### config.mk
export PLATFORM = sky130hd
export DESIGN_NAME = alu_result_queue
export DESIGN_NICKNAME = d
export VERILOG_FILES = /design/src/rtl/alu_result_queue.sv
export SDC_FILE = /design/constraint.sdc
export NUM_CORES = 1
export LEC_CHECK = 0
export CAP_MARGIN = 10
export CORE_UTILIZATION = 50
export DETAILED_ROUTE_END_ITERATION = 8
export PLACE_DENSITY = 0.83
export SYNTH_ARGS = -nofsm -noshare
export SYNTH_HDL_FRONTEND = slang
export SYNTH_SLANG_ARGS = --single-unit
export TNS_END_PERCENT = 20
### constraint.sdc
create_clock -name clk -period 8 [get_ports clk]
set_input_delay 1.2 -clock clk [delete_from_list [all_inputs] [get_ports clk]]
set_output_delay 1.2 -clock clk [all_outputs]
set_load 0.01 [all_outputs]
### src/rtl/alu_result_queue.sv
// ALU result queue: small FIFO between the ALU and writeback,
// tagging each result with its op code and zero/neg/slt flags.
module alu_result_queue #(
  parameter int WIDTH = 32,
  parameter int DEPTH = 4,
  parameter int CNT_W = 3
) (
  input  logic             clk,
  input  logic             reset,
  input  logic             in_valid,
  output logic             in_ready,
  input  logic [WIDTH-1:0] in_result,
  input  logic [2:0]       in_op,
  output logic             out_valid,
  input  logic             out_ready,
  output logic [WIDTH-1:0] out_result,
  output logic [2:0]       out_op,
  output logic             out_zero,
  output logic             out_neg,
  output logic             out_slt,
  output logic [CNT_W-1:0] count,
  output logic             ovf_err
);

  localparam int PTR_W = $clog2(DEPTH);
  localparam logic [CNT_W-1:0] FULL = CNT_W'(DEPTH);
  localparam logic [2:0] OP_SLT = 3'b101;

  logic [WIDTH-1:0] res_mem_q [DEPTH];
  logic [2:0]       op_mem_q  [DEPTH];

  logic [PTR_W-1:0] rd_ptr_q, rd_ptr_d;
  logic [PTR_W-1:0] wr_ptr_q, wr_ptr_d;
  logic [CNT_W-1:0] cnt_q, cnt_d;
  logic             ovf_q, ovf_d;
  logic             push, pop;

  always_comb begin
    in_ready  = (cnt_q != FULL);
    out_valid = (cnt_q != '0);
    push      = in_valid & in_ready;
    pop       = out_valid & out_ready;

    rd_ptr_d = rd_ptr_q;
    wr_ptr_d = wr_ptr_q;
    cnt_d    = cnt_q;
    ovf_d    = ovf_q;

    if (push) wr_ptr_d = wr_ptr_q + PTR_W'(1);
    if (pop)  rd_ptr_d = rd_ptr_q + PTR_W'(1);

    case ({push, pop})
      2'b10:   cnt_d = cnt_q + CNT_W'(1);
      2'b01:   cnt_d = cnt_q - CNT_W'(1);
      default: cnt_d = cnt_q;
    endcase

    // a dropped push while full latches until reset
    if (in_valid && !in_ready) ovf_d = 1'b1;
  end

  always_ff @(posedge clk) begin
    if (reset) begin
      rd_ptr_q <= '0;
      wr_ptr_q <= '0;
      cnt_q    <= '0;
      ovf_q    <= 1'b0;
    end else begin
      rd_ptr_q <= rd_ptr_d;
      wr_ptr_q <= wr_ptr_d;
      cnt_q    <= cnt_d;
      ovf_q    <= ovf_d;
    end
  end

  always_ff @(posedge clk) begin
    if (push) begin
      res_mem_q[wr_ptr_q] <= in_result;
      op_mem_q[wr_ptr_q]  <= in_op;
    end
  end

  // head reads as zero when empty so stale storage never leaks out
  always_comb begin
    out_result = out_valid ? res_mem_q[rd_ptr_q] : '0;
    out_op     = out_valid ? op_mem_q[rd_ptr_q]  : '0;
    out_zero   = ~|out_result;
    out_neg    = out_result[WIDTH-1];
    out_slt    = (out_op == OP_SLT) && (out_result == WIDTH'(1));
  end

  assign count   = cnt_q;
  assign ovf_err = ovf_q;

endmodule

-- Word level (Yosys, flattened, before mapping)
Memory sizes are Yosys's and may differ from the RTL's. A register that Yosys moved wholly into a read port is not among the register bits.
Cells that the tools add are included.
- register bits: 8
- RAM bits: 140
- input bits: 39
- output and inout bits: 44
- word-level logic and storage cells: 33
- memories kept: 2
- add/sub/neg operators: 4
- equality and inequality tests: 5
- muxes and demuxes: 9
- bitwise gates (word level): 2
- reduce and logical (&&, ||, !) cells: 7
- memories (memory ; words ; bits a word ; read ports ; clocked after memory_dff ; write ports ; line ; source):
    res_mem_q ; 4 ; 32 ; 1 ; 1 ; 1 ; 29 ; logic [WIDTH-1:0] res_mem_q [DEPTH];
    op_mem_q ; 4 ; 3 ; 1 ; 1 ; 1 ; 30 ; logic [2:0] op_mem_q [DEPTH];
- operators with widths (operator ; count):
    32-bit by 1-bit == test with 1-bit output (second input constant) ; 1
    32-bit 2-to-1 mux ; 1
    32-bit OR reduction ; 1
    2-bit 2-to-1 mux ; 4
    3-bit case mux with 2 select lines ; 1
    2-bit by 1-bit adder with 2-bit output (second input constant) ; 2
    3-bit by 1-bit adder with 3-bit output (second input constant) ; 1
    3-bit == test (second input constant) ; 1
    3-bit 2-to-1 mux ; 1
    3-bit != test (second input constant) ; 1
    3-bit nonzero test ; 1
    3-bit by 1-bit subtractor with 3-bit output (second input constant) ; 1
    1-bit AND ; 2
    2-bit by 1-bit == test with 1-bit output (second input constant) ; 1
    2-bit == test (second input constant) ; 1
    1-bit logical AND ; 2
    1-bit logical NOT ; 2
    1-bit 2-to-1 mux ; 2
    2-bit nonzero test ; 1

-- Depth between registers and ports, before layout
Gate-level depths: netlist of the first run.
- depth after elaboration: 4
- gate-level depth with buffers: 9

-- Worst setup path before layout of the first run
Ideal clock, no wire load.
- kind: register to output
- from: register (tool-made name)
- to: output out_slt
- arrival: 2.260 ns
- data required time: 6.800 ns
- slack: 4.540 ns
- cell stages (with the launch flop): 8
- path through: dfxtp_1 clkbuf_1 clkbuf_1 mux4_2 nor4_2 nand4_1 or4_1 nor3_2
- RTL lines (item ; line ; source):
    end: declaration ; 20 ; output logic out_slt,

==> flow_metrics.env, run 1 <==
export IMPL_ys_ff_latch=150
export IMPL_vias_per_cell=5.62
export IMPL_min_path_type="register to register"
export IMPL_firstDrtPassIters=4
export IMPL_finalCritPeriodShare_pct=62.0
export IMPL_n_antenna_cell=0
export IMPL_worst_slew_pin_slew_ps=1020
export IMPL_vias=3019
export IMPL_cts_tree="built"
export IMPL_slew_headroom_pct=31.7
export IMPL_hold_slack_ps=485
export IMPL_r2r_slack_ps=5120
export IMPL_hp_start="ovf_err"
export IMPL_reg2regPathDepth=8
export IMPL_hold_depth=2
export IMPL_critPathKind="register to output port"
export IMPL_netlist_area_um2=5880
export IMPL_skew_ps=9.31
export IMPL_synth_fp_nets=337
export IMPL_finalSetupTns_ps=0
export IMPL_status="completed"
export IMPL_synthArstFlopShare_pct=0
export IMPL_yosys_area_top_type_share_pct=71.5
export IMPL_powerDensity_nw_per_um2=357
export IMPL_grt_max_degree=40
export IMPL_p_int_mw=1.93
export IMPL_min_period_ps=4960
export IMPL_synth_mux_area_fraction_pct=13.4
export IMPL_r2r_start="count[0]"
export IMPL_grt_pass1_vias=3143
export IMPL_combPwrFrac_pct=31.7
export IMPL_drv_slew=0
export IMPL_die_area_um2=12200
export IMPL_routed_wl_um=11000
export IMPL_synthCells=292
export IMPL_switchingPower_mw=0.730
export IMPL_sw_frac_of_total_pct=27.5
export IMPL_worst_endpoint_required_ps=6800
export IMPL_seqPwrFrac_pct=37.0
export IMPL_wl_per_cell_um=20.6
export IMPL_yosys_top_cells_area="edfxtp_1, mux4_2, and2_1, dfxtp_1, ha_1"
export IMPL_clk_latency_ps=420
export IMPL_synth_edff_count=140
export IMPL_worstReg2RegEnd="count[2]"
export IMPL_syn_area_per_cell_um2=20.1
export IMPL_p_leak_nw=2.41
export IMPL_cts_path_max_buffers=2
export IMPL_track_usage_pct=19.3
export IMPL_path_clk_slew_ps=60
export IMPL_cts_hold_buf=0
export IMPL_synth_xor_area_share_pct=0.745
export IMPL_yosys_area_share_simple_pct=7.07
export IMPL_rows=39
export IMPL_placeableCoreArea_um2=11400
export IMPL_ys_warn_count=0
export IMPL_critical_path_arrival_ps=3760
export IMPL_pwr_share_clk_pct=31.3
export IMPL_seq_area_frac_synth_pct=74.9
export IMPL_max_freq_mhz=201
export IMPL_cts_sinks=150
export IMPL_antenna_found_initial=0
export IMPL_ctsResizeCount=0
export IMPL_post_cts_buffers=0
export IMPL_synth_cell_types=30
export IMPL_gp_congestion=0.737
export IMPL_drc=0
export IMPL_drt_iter0_drc=204
export IMPL_end_kind="output port"
export IMPL_layout_commonest_cell="edfxtp_1"
export IMPL_htree_levels=4
export IMPL_grt_overflow=0
export IMPL_drive_gt1_share_pct=19.0
export IMPL_yosysTopAreaCell="edfxtp_1"
export IMPL_place_hpwl_um=6440
export IMPL_synthAdderAreaFrac_pct=1.40
export IMPL_final_hold_viol_count=0
export IMPL_setup_violations=0
export IMPL_finalNetCount=426
export IMPL_antenna_left=0
export IMPL_synthToLayoutAreaGrowth_pct=26.6
export IMPL_die_h_um=110
export IMPL_cts_made_buffers=17
export IMPL_initial_utilization_pct=51.5
export IMPL_io_buffer_count=82
export IMPL_irDropWorstVdd_v=0.000243
export IMPL_min_to="ovf_err"
export IMPL_worstPathMaxFanout=35
export IMPL_synth_top_family_by_area="multiplexers"
export IMPL_cp_start_kind="register"
export IMPL_synth_main_ff_cell="edfxtp_1"
export IMPL_max_cap_violations=0
export IMPL_pin_count=83
export IMPL_fp_dieW_um=110
export IMPL_cts_root_buf="clkbuf_16"
export IMPL_synth_compound_area_share_pct=0.681
export IMPL_layout_common_cells="edfxtp_1, clkdlybuf4s50_1, and2_1, mux4_2, clkbuf_16"
export IMPL_grt_pass1_wl_um=17200
export IMPL_rsz0062_at_grt="false"
-- metrics by stage --
| stage | instances | util [%] | area [um2] | setup slack [ps] | power, mW |
|---|---|---|---|---|---|
| finish | 537 | 65.2 | 7440 | 3040 | 2.66 |
| global route | 537 | 65.2 | 7440 | 2830 | 2.78 |
| CTS | 537 | 65.2 | 7440 | 2970 | 2.68 |
| detailed placement | 505 | 59.7 | 6810 | 3440 | 1.85 |
| global placement | 505 | 59.7 | 6810 | 3480 | 1.83 |
| floorplan | 292 | - | 5880 | 4540 | 1.49 |
-- worst max-delay path, stage by stage, from the launching register on --
cell and delay, ps:
dfxtp_2 310, buf_4 550, mux4_2 610, nor4_2 400, nand4_1 250, or4_1 470, nor3_2 170, clkdlybuf4s50_1 550
-- state kept, by name, summed over array words and instances (netlist names), named ones only --
signal	flops
count	3
op_mem_q	12
wr_ptr_q	2
rd_ptr_q	2
ovf_err	1
res_mem_q	128
-- worst max-delay path by stage --
stage	endpoint	start
2_1_floorplan	out_slt	register
3_3_place_gp	out_slt	register
3_5_place_dp	out_slt	register
4_1_cts	out_slt	register
5_1_grt	out_slt	register
6_report	out_slt	register
-- cells by family after synthesis --
logic type                 Yosys count
muxes                               35
AOI/OAI and AO/OA                    7
and+or+nand+nor                     70
DFF                                150
xor gates and xnor gates             5
buffers and inverters               19
adders and majority gates            6
-- cell type report --
cell class | instances | area, um2
Clock buffer | 17 | 425
Tap cell | 143 | 179
Fill cell | 754 | 3980
Clock inverter | 15 | 201
Multi-Input combinational cell | 123 | 1380
Timing Repair Buffer | 84 | 836
Inverter | 5 | 18.8
Sequential cell | 150 | 4410
-- cells in the mapped netlist (3+ instances only) --
master    number
nor2_1        10
mux4_2        35
a21oi_1        3
inv_1          5
edfxtp_1     140
xor2_1         3
nand2_1        4
dfxtp_1       10
ha_1           5
and3_1         4
clkbuf_1       9
and2_1        36
nor4_1         5
-- routing by layer --
metal | up-vias | routed length, um | track usage, %
met2 | 126 | 5460 | 29.9
li1 | 1342 | - | -
met5 | - | 0 | 0
met3 | 16 | 680 | 6.26
met4 | 0 | 198 | 7.38
met1 | 1535 | 4700 | 25.5
-- power by group through the flow --
stage	sequential, mW	clock [mW]	combinational, mW
2_1_floorplan	0.991	0	0.498
3_5_place_dp	0.997	0	0.853
4_1_cts	0.983	0.840	0.859
3_3_place_gp	0.990	0	0.837
5_1_grt	0.989	0.878	0.911
6_report	0.983	0.832	0.844
(Power assumes the default switching activity.)
==> run 2: changes to the inputs <==
==> constraint.sdc (replaced) <==
create_clock -name clk -period 5 [get_ports clk]
set_input_delay 0.75 -clock clk [delete_from_list [all_inputs] [get_ports clk]]
set_output_delay 0.75 -clock clk [all_outputs]
set_load 0.01 [all_outputs]
==> flow_metrics.env, run 2 (same netlist as run 1, synthesis figures left out) <==
export IMPL_cp_start_kind="register"
export IMPL_worst_endpoint_required_ps=4250
export IMPL_antenna_found_initial=0
export IMPL_grt_max_degree=36
export IMPL_crit_chain="buf_4 -> mux4_2 -> nor4_1 -> nand3_1 -> a211o_1 -> nor3_2 -> clkdlybuf4s50_1"
export IMPL_end_kind="output port"
export IMPL_layout_commonest_cell="edfxtp_1"
export IMPL_p_leak_nw=2.39
export IMPL_slew_headroom_pct=36.9
export IMPL_worstPathMaxFanout=14
export IMPL_design_area_um2=7420
export IMPL_hp_start="ovf_err"
export IMPL_top_register="res_mem_q"
export IMPL_placeableCoreArea_um2=11400
export IMPL_layout_common_cells="edfxtp_1, clkdlybuf4s50_1, and2_1, mux4_2, clkbuf_16"
export IMPL_routed_wl_um=11300
export IMPL_initial_utilization_pct=51.5
export IMPL_grt_pass1_wl_um=17500
export IMPL_critPathKind="register to output port"
export IMPL_die_h_um=110
export IMPL_cts_path_max_buffers=2
export IMPL_die_area_um2=12200
export IMPL_place_hpwl_um=7100
export IMPL_ctsResizeCount=0
export IMPL_r2r_start="count[2]"
export IMPL_final_hold_viol_count=0
export IMPL_min_period_ps=4440
export IMPL_fillerInstances=801
export IMPL_gp_congestion=0.727
export IMPL_max_freq_mhz=225
export IMPL_cts_hold_buf=0
export IMPL_worstReg2RegEnd="count[2]"
export IMPL_rows=39
export IMPL_synthToLayoutAreaGrowth_pct=26.2
export IMPL_firstDrtPassIters=4
export IMPL_wl_per_cell_um=21.0
export IMPL_htree_levels=4
export IMPL_pin_count=83
export IMPL_vias=3053
export IMPL_finalSetupTns_ps=0
export IMPL_antenna_left=0
export IMPL_grt_overflow=0
export IMPL_cts_root_buf="clkbuf_16"
export IMPL_place_ws_ps=944
export IMPL_grt_pass1_vias=3151
export IMPL_finalCritPeriodShare_pct=88.9
export IMPL_path_clk_slew_ps=60
export IMPL_skew_ps=4.54
export IMPL_r2r_slack_ps=2270
export IMPL_final_setup_worst_slack_ps=557
export IMPL_drt_iter0_drc=191
export IMPL_clk_latency_ps=410
export IMPL_cts_tree="built"
export IMPL_reg2regPathDepth=9
export IMPL_critPathSlowestCell="dfxtp_2"
export IMPL_drive_gt1_share_pct=19.4
export IMPL_hold_depth=2
export IMPL_placed_area_um2=6840
export IMPL_rsz0062_at_grt="false"
export IMPL_max_cap_violations=0
export IMPL_powerDensity_nw_per_um2=567
export IMPL_status="completed"
export IMPL_fp_dieW_um=110
export IMPL_min_path_type="register to register"
export IMPL_ff_latch_area_um2=4410
export IMPL_io_buffer_count=82
export IMPL_n_antenna_cell=0
export IMPL_min_to="ovf_err"
export IMPL_post_cts_buffers=0
export IMPL_cts_made_buffers=17
export IMPL_drc=0
export IMPL_irDropWorstVdd_v=0.000347
export IMPL_slowest_delay_ps=610
export IMPL_vias_per_cell=5.65
export IMPL_critical_path_arrival_ps=3690
export IMPL_drv_slew=0
export IMPL_track_usage_pct=19.8
export IMPL_worst_slew_pin_slew_ps=946
export IMPL_cts_sinks=150
export IMPL_setup_violations=0
export IMPL_finalNetCount=429
export IMPL_largest_reg_flops=128
export IMPL_multiInputGateArea_um2=1380
## run 2: cell count changes in the layout (fill, tap and decap cells not counted)
cell,before,now
inv_8,1,0
clkinv_2,3,0
buf_4,2,5
inv_6,2,3
clkbuf_1,0,1
clkinvlp_4,1,6
bufinv_16,4,2
clkinv_4,3,2
## run 2: how the worst max path moves through the flow
stage	from	to	slack, ps	cells past startpoint
3_5_place_dp	register	out_slt	940	8
4_1_cts	register	out_slt	450	8
6_report	register	out_slt	560	7
5_1_grt	register	out_slt	270	8
3_3_place_gp	register	out_slt	950	8
2_1_floorplan	register	out_slt	1990	7
## run 2: worst max-delay path, delay by kind of cell, from the launching register on
family	cells	cell delay (ps)
multiplexers	1	570
AND/OR/NAND/NOR	3	790
AO/OA/AOI/OAI	1	370
buffers and inverters	2	940
flip-flops	1	610
## run 2: per-layer routing
layer | wire (um) | vias up | track usage [%] | share of wire (%)
li1 | - | 1352 | - | -
met1 | 4580 | 1554 | 25.7 | 40
met2 | 5800 | 132 | 31.6 | 51
met3 | 787 | 15 | 5.76 | 6.9
met4 | 161 | 0 | 7.91 | 1.4
met5 | 0 | - | 0 | 0
## run 2: final cells by class
class | instances | area share (%)
Multi-Input combinational cell | 123 | 18.5
Clock inverter | 14 | 2.06
Sequential cell | 150 | 59.4
Tap cell | 143 | 2.41
Timing Repair Buffer | 87 | 11.6
Inverter | 5 | 0.253
Clock buffer | 18 | 5.79
## run 2: power breakdown
group / internal (mW) / total [mW] / switching (mW)
Clock: 0.738 / 1.24 / 0.503
Sequential: 1.53 / 1.60 / 0.0794
Combinational: 0.736 / 1.36 / 0.624
## run 2: through the flow
step           hold WS (ps)  util, %  power, mW  cells
2_1_floorplan           469        -       2.38    292
3_3_place_gp            459     59.9       2.96    508
3_5_place_dp            460     59.9       3.00    508
4_1_cts                 485     65.0       4.24    540
5_1_grt                 531     65.0       4.38    540
6_report                488     65.0       4.21    540
==> run 3: changes to the inputs <==
--- a/config.mk
+++ b/config.mk
@@ -8,6 +8,7 @@
 export CAP_MARGIN = 10
 export CORE_UTILIZATION = 50
 export DETAILED_ROUTE_END_ITERATION = 8
+export HOLD_SLACK_MARGIN = 0.06
 export PLACE_DENSITY = 0.83
 export SYNTH_ARGS = -nofsm -noshare
 export SYNTH_HDL_FRONTEND = slang
==> results of run 3 <==
Same layout as run 2: the final DEF is identical, and so are final timing and power.
